File: src/rtl/count_down_60.sv
// count_down_60: chainable, loadable mod-60 BCD down-counter.
// Built as a mod-10 ones stage and a mod-6 tens stage with borrow chaining.
// WRAP=1 wraps 00 -> 59, WRAP=0 saturates at 00.
// Optional sticky expiry flag: define COUNT_DOWN_60_DONE_EN to build the
// done register; otherwise done is tied low.
module count_down_60 #(
    parameter bit WRAP = 1'b1
) (
    input  logic       clk,
    input  logic       rst,
    input  logic       en,
    input  logic       load,
    input  logic [7:0] load_val,
    output logic [7:0] count,
    output logic       bo,
    output logic       zero,
    output logic       load_err,
    output logic       done
);

    logic [3:0] ones_q, ones_d;
    logic [3:0] tens_q, tens_d;
    logic       load_err_q, load_err_d;
    logic       load_ok;
    logic       borrow_ot;
    logic       expire;

    // A preset is accepted only when both digits are legal BCD for a 00..59 count.
    assign load_ok   = (load_val[7:4] <= 4'd5) && (load_val[3:0] <= 4'd9);

    // Ones stage borrows into the tens stage when it is about to step below 0.
    assign borrow_ot = en & (ones_q == 4'd0) & ~load;

    assign zero      = (ones_q == 4'd0) && (tens_q == 4'd0);
    assign expire    = en & ~load & zero;
    assign bo        = expire & ~rst;

    assign count     = {tens_q, ones_q};
    assign load_err  = load_err_q;

    // Next-state for both digit stages; load wins over en on the same edge.
    always_comb begin
        ones_d     = ones_q;
        tens_d     = tens_q;
        load_err_d = 1'b0;
        if (load) begin
            if (load_ok) begin
                tens_d = load_val[7:4];
                ones_d = load_val[3:0];
            end else begin
                load_err_d = 1'b1;
            end
        end else if (en) begin
            // Ones stage: mod-10 down; at 00 it only moves when the count wraps.
            if (ones_q != 4'd0) begin
                ones_d = ones_q - 4'd1;
            end else if ((tens_q != 4'd0) || WRAP) begin
                ones_d = 4'd9;
            end
            // Tens stage: mod-6 down, stepping only on the ones borrow.
            if (borrow_ot) begin
                if (tens_q != 4'd0) begin
                    tens_d = tens_q - 4'd1;
                end else if (WRAP) begin
                    tens_d = 4'd5;
                end
            end
        end
    end

    // Count and load-error registers with asynchronous clear.
    always_ff @(posedge clk or posedge rst) begin
        if (rst) begin
            ones_q     <= 4'd0;
            tens_q     <= 4'd0;
            load_err_q <= 1'b0;
        end else begin
            ones_q     <= ones_d;
            tens_q     <= tens_d;
            load_err_q <= load_err_d;
        end
    end

`ifdef COUNT_DOWN_60_DONE_EN
    logic done_q, done_d;

    // Sticky expiry: set when a decrement is requested at 00, cleared by any load.
    always_comb begin
        done_d = done_q;
        if (load) begin
            done_d = 1'b0;
        end else if (expire) begin
            done_d = 1'b1;
        end
    end

    // Expiry flag register with asynchronous clear.
    always_ff @(posedge clk or posedge rst) begin
        if (rst) begin
            done_q <= 1'b0;
        end else begin
            done_q <= done_d;
        end
    end

    assign done = done_q;
`else
    assign done = 1'b0;
`endif

endmodule

File: config.mk
export PLATFORM = sky130hd
export DESIGN_NAME = count_down_60
export DESIGN_NICKNAME = d
export VERILOG_FILES = /design/src/rtl/count_down_60.sv
export SDC_FILE = /design/constraint.sdc
export NUM_CORES = 1
export LEC_CHECK = 0
export BUFFER_PORTS_ARGS = -buffer_cell sky130_fd_sc_hd__buf_2
export CAP_MARGIN = 25
export CELL_PAD_IN_SITES_DETAIL_PLACEMENT = 0
export CELL_PAD_IN_SITES_GLOBAL_PLACEMENT = 1
export CORE_MARGIN = 2
export CORE_UTILIZATION = 32
export CTS_CLUSTER_DIAMETER = 60
export CTS_CLUSTER_SIZE = 40
export DETAILED_ROUTE_END_ITERATION = 8
export PLACE_DENSITY_LB_ADDON = 0.1
export SLEW_MARGIN = 10
export SYNTH_ARGS = -nofsm -noshare
export SYNTH_HDL_FRONTEND = slang
export SYNTH_SLANG_ARGS = --single-unit
File: constraint.sdc
create_clock -name clk -period 1.7 [get_ports clk]
set_input_delay 0 -clock clk [delete_from_list [all_inputs] [get_ports clk]]
set_output_delay 0 -clock clk [all_outputs]
set_load 0.01 [all_outputs]
---- Word-level counts from Yosys, hierarchy flattened ----
Cells that the tools add are included.
word-level totals
  register bits after elaboration ......... 9
  input port bits ......................... 12
  output and inout port bits .............. 12
  word-level logic and storage cells ...... 36
operators by class
  $add $sub $neg .......................... 2
  $lt $le $gt $ge ......................... 2
  equal/unequal tests ..................... 1
  muxes and demuxes ....................... 11
  bitwise gates (word level) .............. 7
  reduce and logical (&&, ||, !) cells .... 10
operators with widths
  kind                   count
  $mux W4                9
  $logic_not A4 Y1       2
  $reduce_bool A4 Y1     2
  $sub A4 B1 Y4 const B  2
  $and A1 B1 Y1          5
  $le A4 B3 Y1 const B   1
  $le A4 B4 Y1 const B   1
  $reduce_bool A2 Y1     2
  $reduce_and A3 Y1      1
  $logic_and A1 B1 Y1    2
  $mux W1                2
  $ne A2 B1 Y1 const B   1
  $not A1 Y1             2
  $reduce_and A2 Y1      1

---- Longest topological paths before layout ----
  word-level depth ........................ 6
  gate-level depth with buffers ........... 5
  gate-level depth less buffers ........... 4

---- Worst setup path before layout ----
Ideal clock, no wire load.
  path type ............................... register -> register
  start point ............................. reg ones_q[0]
  end point ............................... reg tens_q[0]
  arrival time ............................ 1.301 ns
  path slack .............................. 0.288 ns
  stages on the path, launching flop included .. 4
  clock period less this slack ............ 1.412 ns
  cell sequence ........................... dfrtp_1 > nor4_4 > a22oi_1 > a222oi_1
between the ends
  word-level cells in the longest chain between the ends .. 5
ends and longest elaborated chain
  element                              line  source
  start, declared                      21    logic [3:0] ones_q, ones_d;
  start signal, assigned               78    ones_q <= ones_d;
  $logic_not A4 Y1                     32    assign borrow_ot = en & (ones_q == 4'd0) & ~load;
  $and A1 B1 Y1 (2 in series)          32
  $reduce_bool A2 Y1 (no source line)  --
  $reduce_and A3 Y1 (no source line)   --
  end signal, assigned                 79    tens_q <= tens_d;
  end, declared                        22    logic [3:0] tens_q, tens_d;
Every way passes these cells.
A chain may end at the register's enable or synchronous reset.

---- Final worst setup path ----
  start point ............................. reg ones_q[3]
  end point ............................... out bo
between the ends
  word-level cells in the longest chain between the ends .. 4
ends and longest elaborated chain
  element              line  source
  $logic_not A4 Y1     34    assign zero = (ones_q == 4'd0) && (tens_q == 4'd0);
  $logic_and A1 B1 Y1  34
  $and A1 B1 Y1        35    assign expire = en & ~load & zero;
  $and A1 B1 Y1        36    assign bo = expire & ~rst;
  end, declared        15    output logic bo,
Every way passes these cells.

==> metrics.md <==
| Metric | Value |
|---|---|
| Detailed-route via count | `600` |
| Deepest level of the CTS H-tree | `1` |
| Worst-path clk slew | `about 0.070 ns` |
| Critical path class | `reg -> out` |
| CP Data Required Time | `between 1.5 and 2 ns` |
| Detailed Place HPWL | `between 1000 and 1500 microns` |
| Critical path's top delay family | `simple AND/OR/NAND/NOR gates` |
| Grt total ovfl | `0` |
| Slew Limit Fails | `0` |
| Synthesized area per cell | `about 8.8 sq um` |
| RSZ-0062 raised after global routing | `true` |
| Crit path cell chain | `nor4_4 -> nand2_1 -> nor4_1 -> buf_2` |
| Worst R2R Start | `ones_q[3]` |
| Top Ports | `24` |
| CP Buf/Inv Count | `1` |
| Pleak | `about 0.37 nW` |
| Crit path from | `ones_q[3]` |
| Final worst-path cycle share | `92.44%` |
| Syn-to-layout area delta | `33.55%` |
| DP Area | `714.4 sq um` |
| Setup TNS | `0 ns` |
| WP data arrival | `1.57 ns` |
| Synth Flop Type | `dfrtp_1` |
| Min Tclk post-route | `between 1.5 and 2 ns` |
| Vias in the first global route | `between 500 and 600` |
| Via density | `roughly 5` |
| Pin count of the biggest net entering global routing | `14` |
| Antenna diode count | `0` |
| Crit-path slowest cell | `dfrtp_2` |
| Yosys warns | `0` |
| CP peak stage delay | `around 0.44 ns` |
| Row Count | `15` |
| Clock Tree Buf Depth | `2` |
| Syn_nets | `79` |
| DRC | `0` |
| Final Power | `a little under 900 uW` |
| P per Cell Area | `around 1100 nW/um^2` |
| Sequential fraction of the synthesis area | `a little under two fifths` |
| Clock latency on the worst-skew pair | `0.27 ns` |
| Number of synthesized flops with an enable pin | `0` |
| Synth Register Bits | `9` |
| CP Launch Type | `flip-flop` |
| Achievable Freq | `between 600 and 700 MHz` |
| CP endpoint | `bo` |
| Max IR drop VDD | `511.4 uV` |
| CTS root buf | `clkbuf_4` |
| Max_cap viols | `0` |
| Antenna violations before repair | `0` |
| Layout cells sized above 1 | `34.74%` |
| Crit path capture type | `output port` |
| Die area | `around 2200 sq um` |
| Placed cell count | `111` |
| Max Clock Skew | `between 0.003 and 0.004 ns` |
| # setup viols final | `0` |
| Final wirelength | `roughly 1500 microns` |
| IO buf count | `22` |
| Drt wl/cell | `~13 microns` |
| Worst reg-to-reg path cell count | `3` |
| Starting Density | `34.13%` |
| Clock sink count | `9` |
| First-pass GRT wire length | `between 2000 and 2500 microns` |
| Ys async rst share | `100.0%` |
| FF-to-FF End | `tens_q[0]` |
| Status | `complete, no violations` |
| Worst Path Max Fanout | `5` |
| CTS Buf Count | `3` |
| Number of library cell types mapped by synthesis | `31` |
| Detailed Route Iter0 Violations | `20` |
| Cells after Synth | `67` |
| Pre-antenna DRT Iters | `6` |
| CTS tree | `yes` |
| Antenna-violating nets left | `0` |
| Core area | `roughly 1700 sq um` |
| Cell area after synthesis | `slightly below 600 sq um` |
| Crit. path cell count | `4` |
| Hold Vio Cnt, Final | `0` |
| Final net count | `between 100 and 150` |
| Min-delay worst type | `in -> reg` |
| GPL Wtd Cong | `between 0.6 and 0.7` |
| Post-Layout Cell Count | `120` |
| Gr usage total | `approximately 16%` |
| Die Width | `~47 microns` |
| Die H | `46.92 microns` |
| R2R Setup Slk | `approximately 0.15 ns` |
| Finished Cell Area | `around 800 sq um` |
-- per-layer routing --
layer / routed length [microns] / vias to the layer above / track usage (%)
met5: 0 / - / 0
met4: 27 / 0 / 8.333
met3: 104 / 4 / 3.462
met2: 578 / 28 / 21.10
met1: 816 / 270 / 22.95
li1: - / 298 / -
-- final cells by class --
| cell class | count | area (sq um) |
|---|---|---|
| Sequential cell | 9 | 226.5 |
| Multi-Input combinational cell | 51 | 332.8 |
| Clock buffer | 4 | 26.28 |
| Fill cell | 190 | 939.7 |
| Inverter | 4 | 15.01 |
| Timing Repair Buffer | 27 | 155.1 |
| Tap cell | 25 | 31.28 |
-- metrics by stage --
stage,worst slack (ns),hold WS [ns],util [%]
final,0.1284,0.0002130,45.58
after CTS,0.1046,0.0001302,44.64
after floorplan,0.2879,-0.1721,-
after global placement,0.2234,-0.0004473,41.38
after global routing,-0.01090,0.01150,45.58
after detailed placement,0.1993,0.01055,41.38
-- Yosys cell counts, types with 2 or more instances --
library cell	count	area share, %
mux2i_1	3	5.1
inv_1	4	2.5
xnor2_1	2	3.0
dfrtp_1	9	38
o21ai_0	5	4.2
a21oi_1	4	3.4
a31oi_1	2	2.1
nor2_1	8	5.1
o221a_2	2	3.8
o21a_1	2	2.5
nand2_1	6	3.8
-- what timing repair did --
| action | in CTS | in global routing |
|---|---|---|
| hold buffers | 3 | 0 |
| endpoints found under the hold margin | 11 | 0 |
| resized for setup | 0 | 1 |
| endpoints found under the setup margin | 0 | 1 |
| setup buffers | 0 | 2 |
-- how the worst min path moves through the flow --
stage	start	end	depth (start not counted)	slack (ns)
6_report	load_val[2]	ones_q[2]	3	0.0002
5_1_grt	load_val[1]	ones_q[1]	2	0.01
4_1_cts	load_val[2]	ones_q[2]	3	0.0001
3_5_place_dp	rst	tens_q[3]	2	0.01
3_3_place_gp	rst	tens_q[3]	2	-0.0004
2_1_floorplan	rst	load_err	1	-0.17
-- report_power, final --
group          total, mW  internal (mW)  switching [mW]
Combinational      0.337          0.171           0.166
Sequential         0.363          0.274          0.0885
Clock              0.179         0.0907          0.0879
-- worst min-delay path, cell delays in order --
cell and delay (ns):
buf_2 0.10, nand2_1 0.05, a31oi_1 0.07
-- cells in the final DEF (no fill, tap or decap) --
cell type      instances
buf_2                 22
nor2_1                 8
dfrtp_1                8
nand2_1                6
o21ai_0                5
a21oi_1                4
inv_1                  4
mux2i_1                3
clkbuf_4               3
dlygate4sd3_1          3
o21a_1                 2
a31oi_1                2
o221a_2                2
xnor2_1                2
buf_4                  2
and2_1                 1
nor2b_1                1
nor4_4                 1
and2_4                 1
a22oi_1                1
nand3_1                1
nand4_1                1
nand2b_1               1
a221o_1                1
or3b_1                 1
mux2_2                 1
nor3_1                 1
nor4_1                 1
nor3b_1                1
a211oi_1               1
a222oi_1               1
conb_1                 1
clkbuf_1               1
dfrtp_2                1
-- cell families (layout without fill, tap and decap cells) --
| logic type | count (synthesis) | count (layout) | share of synthesized area, % |
|---|---|---|---|
| simple gates | 25 | 25 | 23.78 |
| buf+inv | 7 | 35 | 5.306 |
| compound gates | 19 | 19 | 22.08 |
| other cells | 1 | 1 | 0.6363 |
| mux | 4 | 4 | 7.006 |
| flops | 9 | 9 | 38.22 |
| xor+xnor | 2 | 2 | 2.973 |
-- registers in the layout, summed over array words and instances (netlist names) --
register and cells:
tens_q 4, load_err 1, ones_q 4
(Power assumes the default switching activity.)
